### src/rtl/battle_front_scan.sv
// battle_front_scan
//   Walks N_UNITS friendly and N_UNITS enemy slots, one slot of each side per
//   cycle, after a start pulse. It finds the most advanced live unit on each
//   side (lowest friendly location, highest enemy location), the slot holding
//   it, and the live count. The raw fronts then get saturating offsets, and
//   contact between the adjusted fronts is flagged. Results are held until the
//   next scan's ADJUST cycle.
//
// Ports
//   clk, rst        clock, synchronous active-high reset
//   start           begin a scan (honoured only in IDLE)
//   ack             release DONE (honoured only in DONE)
//   unit_loc/type   friendly slot i at [i*W +: W]; type 0 = empty slot
//   enemy_loc/type  enemy slots, same packing
//   friendly_front  min live friendly loc - F_OFFSET, floored at 0
//   enemy_front     max live enemy loc + E_OFFSET, capped at MAXLOC
//   *_idx, *_cnt    slot of the raw front, live unit count
//   *_valid         count > 0
//   contact         friendly_front <= enemy_front
//   busy, done      SCAN/ADJUST in progress, results ready
module battle_front_scan #(
   parameter int N_UNITS  = 16,
   parameter int LOC_W    = 9,
   parameter int TYPE_W   = 2,
   parameter int F_OFFSET = 6,
   parameter int E_OFFSET = 7,
   localparam int IDX_W   = $clog2(N_UNITS),
   localparam int CNT_W   = $clog2(N_UNITS + 1)
) (
   input  logic                        clk,
   input  logic                        rst,
   input  logic                        start,
   input  logic                        ack,
   input  logic [N_UNITS*LOC_W-1:0]    unit_loc,
   input  logic [N_UNITS*TYPE_W-1:0]   unit_type,
   input  logic [N_UNITS*LOC_W-1:0]    enemy_loc,
   input  logic [N_UNITS*TYPE_W-1:0]   enemy_type,
   output logic [LOC_W-1:0]            friendly_front,
   output logic [LOC_W-1:0]            enemy_front,
   output logic [IDX_W-1:0]            friendly_idx,
   output logic [IDX_W-1:0]            enemy_idx,
   output logic [CNT_W-1:0]            friendly_cnt,
   output logic [CNT_W-1:0]            enemy_cnt,
   output logic                        friendly_valid,
   output logic                        enemy_valid,
   output logic                        contact,
   output logic                        busy,
   output logic                        done
);

   localparam logic [LOC_W-1:0] MAXLOC   = '1;
   localparam logic [IDX_W-1:0] LAST_IDX = IDX_W'(N_UNITS - 1);

   typedef enum logic [1:0] {IDLE, SCAN, ADJUST, DONE} state_t;

   state_t            state;
   logic [IDX_W-1:0]  scanIdx;

   // Working registers: initialised on start, so they carry no reset.
   logic [LOC_W-1:0]  workMin;
   logic [LOC_W-1:0]  workMax;
   logic [IDX_W-1:0]  workFIdx;
   logic [IDX_W-1:0]  workEIdx;
   logic [CNT_W-1:0]  workFCnt;
   logic [CNT_W-1:0]  workECnt;

   logic [LOC_W-1:0]  fSlotLoc;
   logic [LOC_W-1:0]  eSlotLoc;
   logic              fSlotLive;
   logic              eSlotLive;
   logic [LOC_W-1:0]  fAdj;
   logic [LOC_W-1:0]  eAdj;

   // Front offsets are computed one bit wider so the borrow/carry out of the
   // location range tells us when to clamp.
   function automatic logic [LOC_W-1:0] satSubF(input logic [LOC_W-1:0] loc);
      logic [LOC_W:0] diff;
      diff = {1'b0, loc} - (LOC_W+1)'(F_OFFSET);
      return diff[LOC_W] ? '0 : diff[LOC_W-1:0];
   endfunction

   function automatic logic [LOC_W-1:0] satAddE(input logic [LOC_W-1:0] loc);
      logic [LOC_W:0] sum;
      sum = {1'b0, loc} + (LOC_W+1)'(E_OFFSET);
      return sum[LOC_W] ? MAXLOC : sum[LOC_W-1:0];
   endfunction

   // Slot selector for the slot currently being scanned.
   always_comb begin
      fSlotLoc  = '0;
      eSlotLoc  = '0;
      fSlotLive = 1'b0;
      eSlotLive = 1'b0;
      for (int s = 0; s < N_UNITS; s++) begin
         if (scanIdx == IDX_W'(s)) begin
            fSlotLoc  = unit_loc[s*LOC_W +: LOC_W];
            eSlotLoc  = enemy_loc[s*LOC_W +: LOC_W];
            fSlotLive = |unit_type[s*TYPE_W +: TYPE_W];
            eSlotLive = |enemy_type[s*TYPE_W +: TYPE_W];
         end
      end
   end

   assign fAdj = satSubF(workMin);
   assign eAdj = satAddE(workMax);

   always_ff @(posedge clk) begin
      if (rst) begin
         state          <= IDLE;
         scanIdx        <= '0;
         busy           <= 1'b0;
         done           <= 1'b0;
         friendly_front <= MAXLOC;
         enemy_front    <= '0;
         friendly_idx   <= '0;
         enemy_idx      <= '0;
         friendly_cnt   <= '0;
         enemy_cnt      <= '0;
         friendly_valid <= 1'b0;
         enemy_valid    <= 1'b0;
         contact        <= 1'b0;
      end else begin
         case (state)
            IDLE: begin
               if (start) begin
                  workMin  <= MAXLOC;
                  workMax  <= '0;
                  workFIdx <= '0;
                  workEIdx <= '0;
                  workFCnt <= '0;
                  workECnt <= '0;
                  scanIdx  <= '0;
                  busy     <= 1'b1;
                  state    <= SCAN;
               end
            end

            // Strict compares keep the lowest slot on ties.
            SCAN: begin
               if (fSlotLive) begin
                  workFCnt <= workFCnt + CNT_W'(1);
                  if (fSlotLoc < workMin) begin
                     workMin  <= fSlotLoc;
                     workFIdx <= scanIdx;
                  end
               end
               if (eSlotLive) begin
                  workECnt <= workECnt + CNT_W'(1);
                  if (eSlotLoc > workMax) begin
                     workMax  <= eSlotLoc;
                     workEIdx <= scanIdx;
                  end
               end
               if (scanIdx == LAST_IDX) begin
                  state <= ADJUST;
               end else begin
                  scanIdx <= scanIdx + IDX_W'(1);
               end
            end

            // All result registers move together on this edge.
            ADJUST: begin
               friendly_front <= fAdj;
               enemy_front    <= eAdj;
               contact        <= (fAdj <= eAdj);
               friendly_idx   <= workFIdx;
               enemy_idx      <= workEIdx;
               friendly_cnt   <= workFCnt;
               enemy_cnt      <= workECnt;
               friendly_valid <= (workFCnt != '0);
               enemy_valid    <= (workECnt != '0);
               busy           <= 1'b0;
               done           <= 1'b1;
               state          <= DONE;
            end

            DONE: begin
               if (ack) begin
                  done  <= 1'b0;
                  state <= IDLE;
               end
            end

            default: begin
               busy  <= 1'b0;
               done  <= 1'b0;
               state <= IDLE;
            end
         endcase
      end
   end

endmodule

### config.mk
export PLATFORM = sky130hd
export DESIGN_NAME = battle_front_scan
export DESIGN_NICKNAME = d
export VERILOG_FILES = /design/src/rtl/battle_front_scan.sv
export SDC_FILE = /design/constraint.sdc
export NUM_CORES = 1
export LEC_CHECK = 0
export ABC_AREA = 1
export ABC_CLOCK_PERIOD_IN_PS = 4200
export BUFFER_PORTS_ARGS = -buffer_cell sky130_fd_sc_hd__clkbuf_2
export CORE_AREA = 2 2 154 156
export CTS_CLUSTER_DIAMETER = 100
export DETAILED_ROUTE_END_ITERATION = 10
export DIE_AREA = 0 0 156 158
export GPL_TIMING_DRIVEN = 0
export PLACE_DENSITY = 0.68
export SYNTH_ARGS = -nofsm -noshare
export SYNTH_HDL_FRONTEND = slang
export SYNTH_SLANG_ARGS = --single-unit
### constraint.sdc
create_clock -name clk -period 4.2 [get_ports clk]
set_input_delay 0.21 -clock clk [delete_from_list [all_inputs] [get_ports clk]]
set_output_delay 0.21 -clock clk [all_outputs]
set_load 0.02 [all_outputs]
==> results.py, run 1 <==
metrics = {
    "outcome": {
        "status": "finished, violations left",
        "violations": "negative setup slack",
    },
    "yosys": {
        "synth.distinct_cells": 42,
        "syn_nets": 1629,
        "ys_warn_count": 0,
        "synth_area_per_cell_sq_um": 6.053,
        "ys_async_sr_fraction_pct": 0,
        "synth_ff_type": "dfxtp_1",
        "netlist_instances": 1233,
        "ys_seq_area_share_pct": 27.09,
        "synth_area_sq_um": 7463,
        "synth-edff-count": 36,
        "synth-seq-cells": 83,
    },
    "routing": {
        "route.vias.total": 10150,
        "viasPerCell": 5.126,
        "wire_per_inst_microns": 18.99,
        "drt_iter0_markers": 786,
        "routed_wl_microns": 37580,
        "ant_nets": 0,
        "remaining_drc_errors": 0,
        "dr.pass1.iters": 6,
    },
    "global_routing": {
        "grt_pass1_wl_microns": 54150,
        "grt.overflow.total": 0,
        "grt_util_all_layers_pct": 29.51,
        "grt_pass1_vias": 9512,
        "grt_max_degree": 16,
        "antenna_found_initial": 5,
    },
    "clocking": {
        "clock-sinks": 83,
        "clk_pin_slew_ns": 0.07,
        "htreeDepth": 3,
        "cts_inserted_buffers": 9,
        "clock-root-buffer": "clkbuf_16",
        "clock_path_buffers": 2,
        "postCtsHoldBufs": 0,
        "clock_latency_ns": 0.34,
        "cts_tree": "built",
    },
    "layout": {
        "num-nets-final": 2073,
        "finalCoreUtilization_pct": 47.32,
        "drive_gt1_share_pct": 34.90,
        "mostFrequentLayoutCells": "401 x clkbuf_2, 337 x nand2_1, 182 x nor2_1, 107 x nand3_1, 94 x inv_1",
        "syn_to_final_growth_pct": 46.17,
        "final_area_sq_um": 10910,
        "mostFrequentLayoutCell": "clkbuf_2",
    },
    "sta": {
        "fmax_mhz": 229.6,
        "post-route-period-util_pct": 103.7,
        "slew_headroom_pct": 49.01,
        "period_minus_slack_ns": 4.356,
        "hold_violations": 0,
        "worst_slack_ns": -0.1557,
        "worst_slew_pin_slew_ns": 0.7590,
        "report.final.setup_viol": 13,
        "rsz0062_at_grt": "true",
        "slew_violations": 0,
        "skew_ns": 0.006455,
    },
    "floorplan": {
        "initial_core_util_pct": 32.38,
        "placementRows": 56,
        "die_w_microns": 156,
        "fp.dieArea_sq_um": 24650,
        "core_area_sq_um": 23050,
        "ios": 397,
        "die_h_microns": 158,
    },
    "setup_path": {
        "crit_type": "reg2reg",
        "crit_fanout": 4,
        "setup.worst_path.start_class": "flip-flop",
        "cp.required_ns": 4.27,
        "worst-path-buf-inv": 6,
        "slowest_delay_ns": 0.41,
        "worstPathArrival_ns": 4.43,
        "cp_top_family": "compound AO/OA/AOI/OAI gates",
        "critPathSlowestCell": "o211ai_1",
        "end_kind": "flip-flop",
    },
    "pwr": {
        "vdd_ir_drop_max_mv": 0.2501,
        "power.density_nw_per_um2": 473.0,
        "p_leak_nw": 5.735,
    },
    "min_path": {
        "worstHoldPathType": "in2reg",
    },
    "placed_design": {
        "place_area_sq_um": 9807,
        "port_buffers": 395,
        "place.gp.congestion": 1.024,
        "dpl.hpwl_microns": 31360,
    },
    "run": {
        "max-cap-violations": 0,
    },
}
## metal layers
layer	global-route usage, %	vias up	routed length (microns)
li1	-	4957	-
met1	41.76	4560	17210
met2	44.25	546	15500
met3	6.433	80	3559
met4	10.05	2	1300
met5	0	-	11
## cell usage after synthesis, drive strengths merged, types with 5 or more instances
library cell  instances  area share, %
a211oi                5           0.50
a21oi                90            6.0
a31oi                 6           0.50
buf                  22            1.8
clkbuf               41            2.1
dfxtp                47             13
edfxtp               36             14
ha                   40            6.7
inv                 111            5.6
nand2               360             18
nand3               116            7.8
nand4                 5           0.42
nor2                191            9.8
nor3                 10           0.82
o211ai               34            3.4
o21ai                71            4.8
o21bai                8           0.80
or2                  21            1.8
## cell families after synthesis
kind of cell               after synthesis  synth area share (%)
AOI/OAI and AO/OA                      225                 17.20
xor gates and xnor gates                 2                0.2347
adders and majority gates               40                 6.706
buffers and inverters                  175                 9.472
DFF                                     83                 27.09
and+or+nand+nor                        708                 39.30
## sequential cells by signal, indices dropped and copies added, names as in the netlist, 2 cells and up
signal,cells
enemy_front,9
friendly_front,9
workMax,9
workMin,9
enemy_cnt,5
friendly_cnt,5
workECnt,5
workFCnt,5
enemy_idx,4
friendly_idx,4
scanIdx,4
workEIdx,4
workFIdx,4
state,2
## per-stage QoR
step | setup TNS, ns | worst slack [ns] | instances | hold WS [ns] | power (mW)
final | -1.444 | -0.1557 | 1979 | 0.1796 | 5.160
after floorplan | 0 | 0.2019 | 1233 | 0.4066 | 2.871
after global routing | -3.337 | -0.2420 | 1973 | 0.2162 | 5.553
after CTS | -0.03631 | -0.009104 | 1958 | 0.1951 | 4.941
after global placement | -30.37 | -1.180 | 1918 | 0.4529 | 3.802
after detailed placement | -25.88 | -1.203 | 1918 | 0.4543 | 3.848
## report_power, final
group / internal [mW] / total, mW / switching [mW]
combinational: 1.16 / 3.04 / 1.89
sequential: 1.11 / 1.25 / 0.138
clock: 0.526 / 0.867 / 0.341
## repair_timing
item                       4_1_cts  5_1_grt
setup buffers                   25       15
resized for setup               51       76
setup endpoints to repair       26       26
cloned                           1        0
pin swaps                       15       48
## final timing paths
| check | startpoint | endpoint | slack, ns | depth (start not counted) |
|---|---|---|---|---|
| hold / removal | unit_loc[138] | workMin[3]$_SDFFCE_PN1P_ | 0.18 | 3 |
| setup reg to reg | scanIdx[0]$_SDFFE_PP0P_ | workMax[2]$_SDFFCE_PN0P_ | -0.16 | 29 |
| setup / recovery | scanIdx[0]$_SDFFE_PP0P_ | workMax[2]$_SDFFCE_PN0P_ | -0.16 | 29 |
| hold reg to reg | friendly_front[2]$_SDFFE_PP1P_ | friendly_front[2]$_SDFFE_PP1P_ | 0.47 | 2 |
## final cells by class
| type | count | area (sq um) |
|---|---|---|
| Clock inverter | 7 | 100.1 |
| Multi-Input combinational cell | 975 | 5067 |
| Fill cell | 2447 | 12140 |
| Antenna cell | 7 | 17.52 |
| Tap cell | 290 | 362.8 |
| Timing Repair Buffer | 435 | 2336 |
| Buffer | 61 | 321.6 |
| Inverter | 112 | 444.2 |
| Clock buffer | 9 | 225.2 |
| Sequential cell | 83 | 2034 |
## worst register-to-register path, delay by kind of cell (launching register included)
family | cells | cell delay [ns]
compound gates | 10 | 1.69
fa+ha+maj | 2 | 0.42
buf+inv | 6 | 0.60
flops | 1 | 0.38
simple gates | 11 | 0.98
Power figures use the tool's default switching activity.
==> run 2, diff against run 1 <==
==> config.mk (replaced) <==
export PLATFORM = sky130hd
export DESIGN_NAME = battle_front_scan
export DESIGN_NICKNAME = d
export VERILOG_FILES = /design/src/rtl/battle_front_scan.sv
export SDC_FILE = /design/constraint.sdc
export NUM_CORES = 1
export LEC_CHECK = 0
export ABC_CLOCK_PERIOD_IN_PS = 4200
export BUFFER_PORTS_ARGS = -buffer_cell sky130_fd_sc_hd__clkbuf_2
export CORE_AREA = 2 2 153 155
export CTS_CLUSTER_DIAMETER = 100
export DETAILED_ROUTE_END_ITERATION = 10
export DIE_AREA = 0 0 155 157
export GPL_TIMING_DRIVEN = 0
export PLACE_DENSITY = 0.71
export SYNTH_ARGS = -nofsm -noshare
export SYNTH_HDL_FRONTEND = slang
export SYNTH_SLANG_ARGS = --single-unit
==> results.py, run 2 <==
metrics = {
    "yosys": {
        "ys_seq_area_share_pct": 26.00,
        "synth.distinct_cells": 67,
        "ys_async_sr_fraction_pct": 0,
        "muxShareOfSynthArea_pct": 3.105,
        "synth_compound_area_share_pct": 33.27,
        "synth_area_leaders": "edfxtp_1 14%, dfxtp_1 12%, ha_1 6.4%",
        "netlist_instances": 1028,
        "synthXorXnorAreaFrac_pct": 1.577,
        "syn_nets": 1424,
        "synth_area_sq_um": 7777,
        "synth_simple_gate_area_share_pct": 22.39,
        "synth_top_family_by_area": "compound AO/OA/AOI/OAI gates",
        "yosysMostFrequentCell": "nor2_1",
        "synth-edff-count": 36,
        "synth_top_area_share_pct": 13.90,
        "ys_warn_count": 0,
        "synth.top_cells.by_count": "123 x nor2_1, 94 x a21oi_1, 77 x nand2_1, 56 x o21ai_0, 47 x dfxtp_1",
        "synth_top_cell_by_area": "edfxtp_1",
        "synth_area_per_cell_sq_um": 7.566,
        "synth-seq-cells": 83,
        "synth-adder-area-share_pct": 6.435,
        "synth_ff_type": "dfxtp_1",
    },
    "routing": {
        "remaining_drc_errors": 0,
        "route.vias.total": 10440,
        "wire_per_inst_microns": 25.05,
        "dr.pass1.iters": 6,
        "viasPerCell": 5.973,
        "routed_wl_microns": 43790,
        "drt_iter0_markers": 1193,
        "ant_nets": 0,
    },
    "pwr": {
        "power.density_nw_per_um2": 509.0,
        "power.total_mw": 5.593,
        "vdd_ir_drop_max_mv": 0.2440,
        "p_leak_nw": 4.811,
    },
    "global_routing": {
        "grt.overflow.total": 0,
        "grt_pass1_vias": 9834,
        "grt_util_all_layers_pct": 34.65,
        "grt_pass1_wl_microns": 62250,
        "grt_max_degree": 15,
        "antenna_found_initial": 1,
    },
    "floorplan": {
        "placementRows": 55,
        "fp.dieArea_sq_um": 24340,
        "die_h_microns": 157,
        "ios": 397,
        "die_w_microns": 155,
        "core_area_sq_um": 22500,
        "initial_core_util_pct": 34.56,
    },
    "setup_path": {
        "cp_top_family": "compound AO/OA/AOI/OAI gates",
        "slowest_delay_ns": 0.63,
        "rrSetupSlack_ns": -0.13,
        "setup.worst_path.start_class": "flip-flop",
        "worst-path-buf-inv": 4,
        "crit_path_cell_trace": "clkinvlp_4, ha_2, buf_6, nor2_2, buf_4, o221ai_1, a222oi_1, o21ai_2, ha_1, nor2b_1, o211ai_1, a211oi_1, a2111oi_1, o41ai_1, buf_4, and3_4",
        "worstPathArrival_ns": 4.38,
        "critPathSlowestCell": "a222oi_1",
        "path_depth": 16,
        "crit_top_cell": "buf_4",
        "end_kind": "flip-flop",
        "r2r_cells": 16,
        "crit_type": "reg2reg",
        "crit_fanout": 10,
        "cp.required_ns": 4.25,
    },
    "layout": {
        "mostFrequentLayoutCell": "clkbuf_2",
        "finalCoreUtilization_pct": 48.84,
        "fin_cells": 1748,
        "num-nets-final": 1854,
        "syn_to_final_growth_pct": 41.30,
        "antenna_cells": 0,
        "mostFrequentLayoutCells": "413 x clkbuf_2, 120 x nor2_1, 90 x a21oi_1, 76 x nand2_1, 54 x o21ai_0",
        "drive_gt1_share_pct": 38.07,
    },
    "sta": {
        "period_minus_slack_ns": 4.325,
        "post-route-period-util_pct": 103.0,
        "worst_slew_pin_slew_ns": 0.7973,
        "fin_setup_tns_ns": -1.511,
        "worst_slack_ns": -0.1250,
        "whs_ns": 0.1563,
        "slew_violations": 0,
        "fmax_mhz": 231.2,
        "skew_ns": 0.01003,
        "report.final.setup_viol": 13,
        "slew_headroom_pct": 46.71,
        "hold_violations": 0,
    },
    "min_path": {
        "hold_depth": 2,
        "worstHoldPathType": "in2reg",
    },
    "outcome": {
        "status": "finished, violations left",
        "violations": "negative setup slack",
    },
    "placed_design": {
        "port_buffers": 396,
        "place_inst": 1709,
        "place.gp.congestion": 1.004,
        "dpl.hpwl_microns": 35640,
    },
    "clocking": {
        "postCtsHoldBufs": 0,
        "clock-sinks": 83,
        "htreeDepth": 3,
        "clock-root-buffer": "clkbuf_16",
        "clock_latency_ns": 0.34,
        "cts_inserted_buffers": 9,
        "clock_path_buffers": 2,
        "clk_pin_slew_ns": 0.06,
        "cts_tree": "built",
    },
    "run": {
        "max-cap-violations": 0,
    },
}
-- run 2: logic make-up (layout without fill, tap and decap cells) --
group / after synthesis / after routing
and+or+nand+nor: 357 / 358
adders and majority gates: 40 / 40
muxes: 24 / 24
DFF: 83 / 83
xor gates and xnor gates: 14 / 14
AOI/OAI and AO/OA: 379 / 379
buffers and inverters: 131 / 565
-- run 2: worst paths after layout --
path | start | end
worst min-delay path | start | scanIdx[3]$_SDFFE_PP0P_
worst max-delay path | scanIdx[0]$_SDFFE_PP0P_ | workMax[4]$_SDFFCE_PN0P_
worst min register to register | enemy_front[6]$_SDFFE_PP0P_ | enemy_front[6]$_SDFFE_PP0P_
worst max register to register | scanIdx[0]$_SDFFE_PP0P_ | workMax[4]$_SDFFCE_PN0P_
-- run 2: through the flow --
step / worst slack (ns) / cell area (sq um)
final: -0.1250 / 10990
after global routing: -0.1472 / 10990
after CTS: 0.002836 / 10630
after detailed placement: -1.406 / 10120
after global placement: -1.333 / 10120
after floorplan: 0.2495 / 7777
-- run 2: report_power, final --
| group | switching, mW | internal, mW | leakage, nW |
|---|---|---|---|
| registers | 0.214 | 1.17 | 0.717 |
| clock network | 0.323 | 0.417 | 0.137 |
| logic | 2.07 | 1.40 | 3.96 |
-- run 2: cell type report --
| cell class | instances | area [sq um] |
|---|---|---|
| multi-input combinational | 815 | 5446 |
| sequential | 83 | 2029 |
| clock buffer | 12 | 246.5 |
| buffer | 85 | 519.2 |
| clock inverter | 4 | 27.53 |
| inverter | 45 | 186.4 |
| fill | 2288 | 11510 |
| tap | 285 | 356.6 |
| timing repair buffer | 419 | 2177 |
-- run 2: metal layers --
layer  track usage [%]  share of wire [%]  vias up
met4             15.43                4.4        2
met3             6.580                9.3      124
met2             57.90                 47      683
li1                  -                  -     4729
met1             43.50                 40     4903
met5                 0              0.027        -
-- run 2: what timing repair did --
item / 4_1_cts / 5_1_grt
setup endpoints to repair: 26 / 26
buffers inserted: 3 / 19
endpoints found under the hold margin: 0 / 0
gates cloned: 1 / 1
pin swaps: 5 / 19
resized for setup: 60 / 81
==> run 3, diff against run 2 <==
--- a/config.mk
+++ b/config.mk
@@ -5,14 +5,15 @@
 export SDC_FILE = /design/constraint.sdc
 export NUM_CORES = 1
 export LEC_CHECK = 0
-export ABC_CLOCK_PERIOD_IN_PS = 4200
+export ABC_CLOCK_PERIOD_IN_PS = 5000
 export BUFFER_PORTS_ARGS = -buffer_cell sky130_fd_sc_hd__clkbuf_2
 export CORE_AREA = 2 2 153 155
+export CTS_BUF_LIST = sky130_fd_sc_hd__clkbuf_16
 export CTS_CLUSTER_DIAMETER = 100
 export DETAILED_ROUTE_END_ITERATION = 10
 export DIE_AREA = 0 0 155 157
 export GPL_TIMING_DRIVEN = 0
-export PLACE_DENSITY = 0.71
+export PLACE_DENSITY = 0.68
 export SYNTH_ARGS = -nofsm -noshare
 export SYNTH_HDL_FRONTEND = slang
 export SYNTH_SLANG_ARGS = --single-unit
==> constraint.sdc (replaced) <==
create_clock -name clk -period 5 [get_ports clk]
set_input_delay 0.25 -clock clk [delete_from_list [all_inputs] [get_ports clk]]
set_output_delay 0.25 -clock clk [all_outputs]
set_load 0.02 [all_outputs]
==> results.py, run 3 (same netlist as run 2, synthesis figures left out) <==
metrics = {
    "global_routing": {
        "use_met3_pct": 6.278,
        "grt_max_degree": 15,
        "grt_pass1_wl_microns": 61680,
        "grt.busiest_layer": "met2",
        "grt_util_all_layers_pct": 34.16,
        "grt.overflow.total": 0,
        "antenna_found_initial": 0,
        "met1_usage_pct": 43.79,
        "grt_pass1_vias": 9834,
        "grt_util_met2_pct": 56.11,
    },
    "run": {
        "max-cap-violations": 0,
    },
    "pwr": {
        "power.density_nw_per_um2": 426.5,
        "combPwrFrac_pct": 59.2,
        "vdd_ir_drop_max_mv": 0.2058,
        "pwr-share-seq_pct": 25.9,
        "p_sw_share_pct": 46.94,
        "p_leak_nw": 4.596,
        "p_sw_mw": 2.092,
        "p_int_mw": 2.365,
        "p_clk_share_pct": 14.8,
    },
    "floorplan": {
        "core_area_sq_um": 22500,
        "fp.dieArea_sq_um": 24340,
        "placementRows": 55,
        "die_h_microns": 157,
        "die_w_microns": 155,
        "ios": 397,
        "initial_core_util_pct": 34.56,
    },
    "routing": {
        "viasPerCell": 5.942,
        "route.vias.total": 10260,
        "drt_iter0_markers": 1065,
        "remaining_drc_errors": 0,
        "wire_per_inst_microns": 24.76,
        "ant_nets": 0,
        "dr.pass1.iters": 7,
        "routed_wl_microns": 42770,
    },
    "clocking": {
        "clock-sinks": 83,
        "cts_tree": "built",
        "clock_latency_ns": 0.35,
        "cts_inserted_buffers": 9,
        "postCtsHoldBufs": 0,
        "htreeDepth": 3,
        "clock-root-buffer": "clkbuf_16",
        "clock_path_buffers": 2,
        "clk_pin_slew_ns": 0.06,
    },
    "sta": {
        "fin_setup_tns_ns": 0,
        "fmax_mhz": 206.2,
        "worst_slew_pin_slew_ns": 0.9351,
        "rsz0062_at_grt": "false",
        "skew_ns": 0.007749,
        "slew_headroom_pct": 36.05,
        "post-route-period-util_pct": 96.99,
        "hold_violations": 0,
        "period_minus_slack_ns": 4.849,
        "report.final.setup_viol": 0,
        "slew_violations": 0,
    },
    "setup_path": {
        "setup.worst_path.start_class": "flip-flop",
        "rrSetupSlack_ns": 0.15,
        "end_kind": "flip-flop",
        "rr_endpoint": "workEIdx[1]$_DFFE_PP_",
        "r2r_cells": 16,
        "crit_type": "reg2reg",
        "crit_fanout": 13,
        "r2r_start": "scanIdx[0]$_SDFFE_PP0P_",
        "worstPathArrival_ns": 4.87,
        "critPathLaunch": "scanIdx[0]$_SDFFE_PP0P_",
        "cp.required_ns": 5.02,
        "critPathCapture": "workEIdx[1]$_DFFE_PP_",
    },
    "layout": {
        "mostFrequentLayoutCell": "clkbuf_2",
        "finalCoreUtilization_pct": 46.43,
        "drive_gt1_share_pct": 32.69,
        "num-nets-final": 1832,
        "final_area_sq_um": 10450,
        "syn_to_final_growth_pct": 34.35,
        "mostFrequentLayoutCells": "399 x clkbuf_2, 122 x nor2_1, 93 x a21oi_1, 77 x nand2_1, 55 x o21ai_0",
    },
    "placed_design": {
        "place_area_sq_um": 10120,
        "place.gp.congestion": 0.9830,
        "port_buffers": 396,
        "dpl.hpwl_microns": 35540,
    },
    "outcome": {
        "status": "complete, no violations",
    },
    "min_path": {
        "worstHoldPathType": "in2reg",
    },
}
## run 3: cell count changes in the layout (fill, tap and decap cells not counted), sizes merged, moves of 4 or more
cell,change
clkinvlp,-4
clkbuf,-5
buf,-19
inv,+5
## run 3: final cells by class
class / instances / area [sq um]
tap: 285 / 356.6
inverter: 45 / 168.9
sequential: 83 / 2022
clock inverter: 7 / 66.31
timing repair buffer: 397 / 2002
buffer: 86 / 396.6
fill: 2358 / 12050
antenna: 1 / 2.502
clock buffer: 9 / 225.2
multi-input combinational: 814 / 5209
## run 3: power groups by stage
stage               Combinational [mW]  Clock, mW  Sequential (mW)
floorplan                         1.54          0             1.24
global placement                  2.52          0             1.16
detailed placement                2.55          0             1.17
CTS                               2.57      0.664             1.15
global route                      2.87      0.687             1.18
finish                            2.64      0.661             1.15
## run 3: worst min-delay path by stage
stage                                     start  slack, ns                        end  cells past startpoint
after global routing                      start       0.21    scanIdx[3]$_SDFFE_PP0P_                      2
after detailed placement  workEIdx[2]$_DFFE_PP_       0.48  enemy_idx[2]$_SDFFE_PP0P_                      2
after global placement    workEIdx[2]$_DFFE_PP_       0.47  enemy_idx[2]$_SDFFE_PP0P_                      2
after CTS                                 start       0.19    scanIdx[3]$_SDFFE_PP0P_                      2
final                                     start       0.20    scanIdx[3]$_SDFFE_PP0P_                      2
after floorplan                           start       0.37    scanIdx[3]$_SDFFE_PP0P_                      1
## run 3: repair_timing
item / CTS / global route
gates resized for setup: 2 / 8
buffers inserted: 0 / 1
setup endpoints to repair: 13 / 26
## run 3: through the flow
| stage | std cells | setup slack [ns] | hold slack [ns] | power, mW |
|---|---|---|---|---|
| after floorplan | 1028 | 1.049 | 0.3654 | 2.777 |
| after global placement | 1709 | -0.4021 | 0.4689 | 3.680 |
| after detailed placement | 1709 | -0.4406 | 0.4750 | 3.719 |
| after CTS | 1725 | 0.02795 | 0.1941 | 4.386 |
| after global routing | 1726 | 0.04848 | 0.2100 | 4.734 |
| final | 1727 | 0.1507 | 0.2006 | 4.456 |
## run 3: critical path, cell delays in order, from the launching register on
cell and delay (ns):
dfxtp_1 0.38, inv_1 0.19, ha_1 0.31, buf_2 0.29, buf_1 0.61, nand3b_1 0.17, a221oi_1 0.45, o2bb2ai_1 0.11
a21oi_1 0.26, o221ai_1 0.23, nand2_1 0.13, ha_1 0.14, a2111oi_0 0.08, a211oi_1 0.27, a2111oi_0 0.10, o41ai_1 0.35
and3_2 0.43
## run 3: per-layer routing
| metal | routed length [microns] | up-vias |
|---|---|---|
| met4 | 1934 | 0 |
| li1 | - | 4689 |
| met5 | 0 | - |
| met3 | 3784 | 109 |
| met2 | 19690 | 638 |
| met1 | 17370 | 4825 |
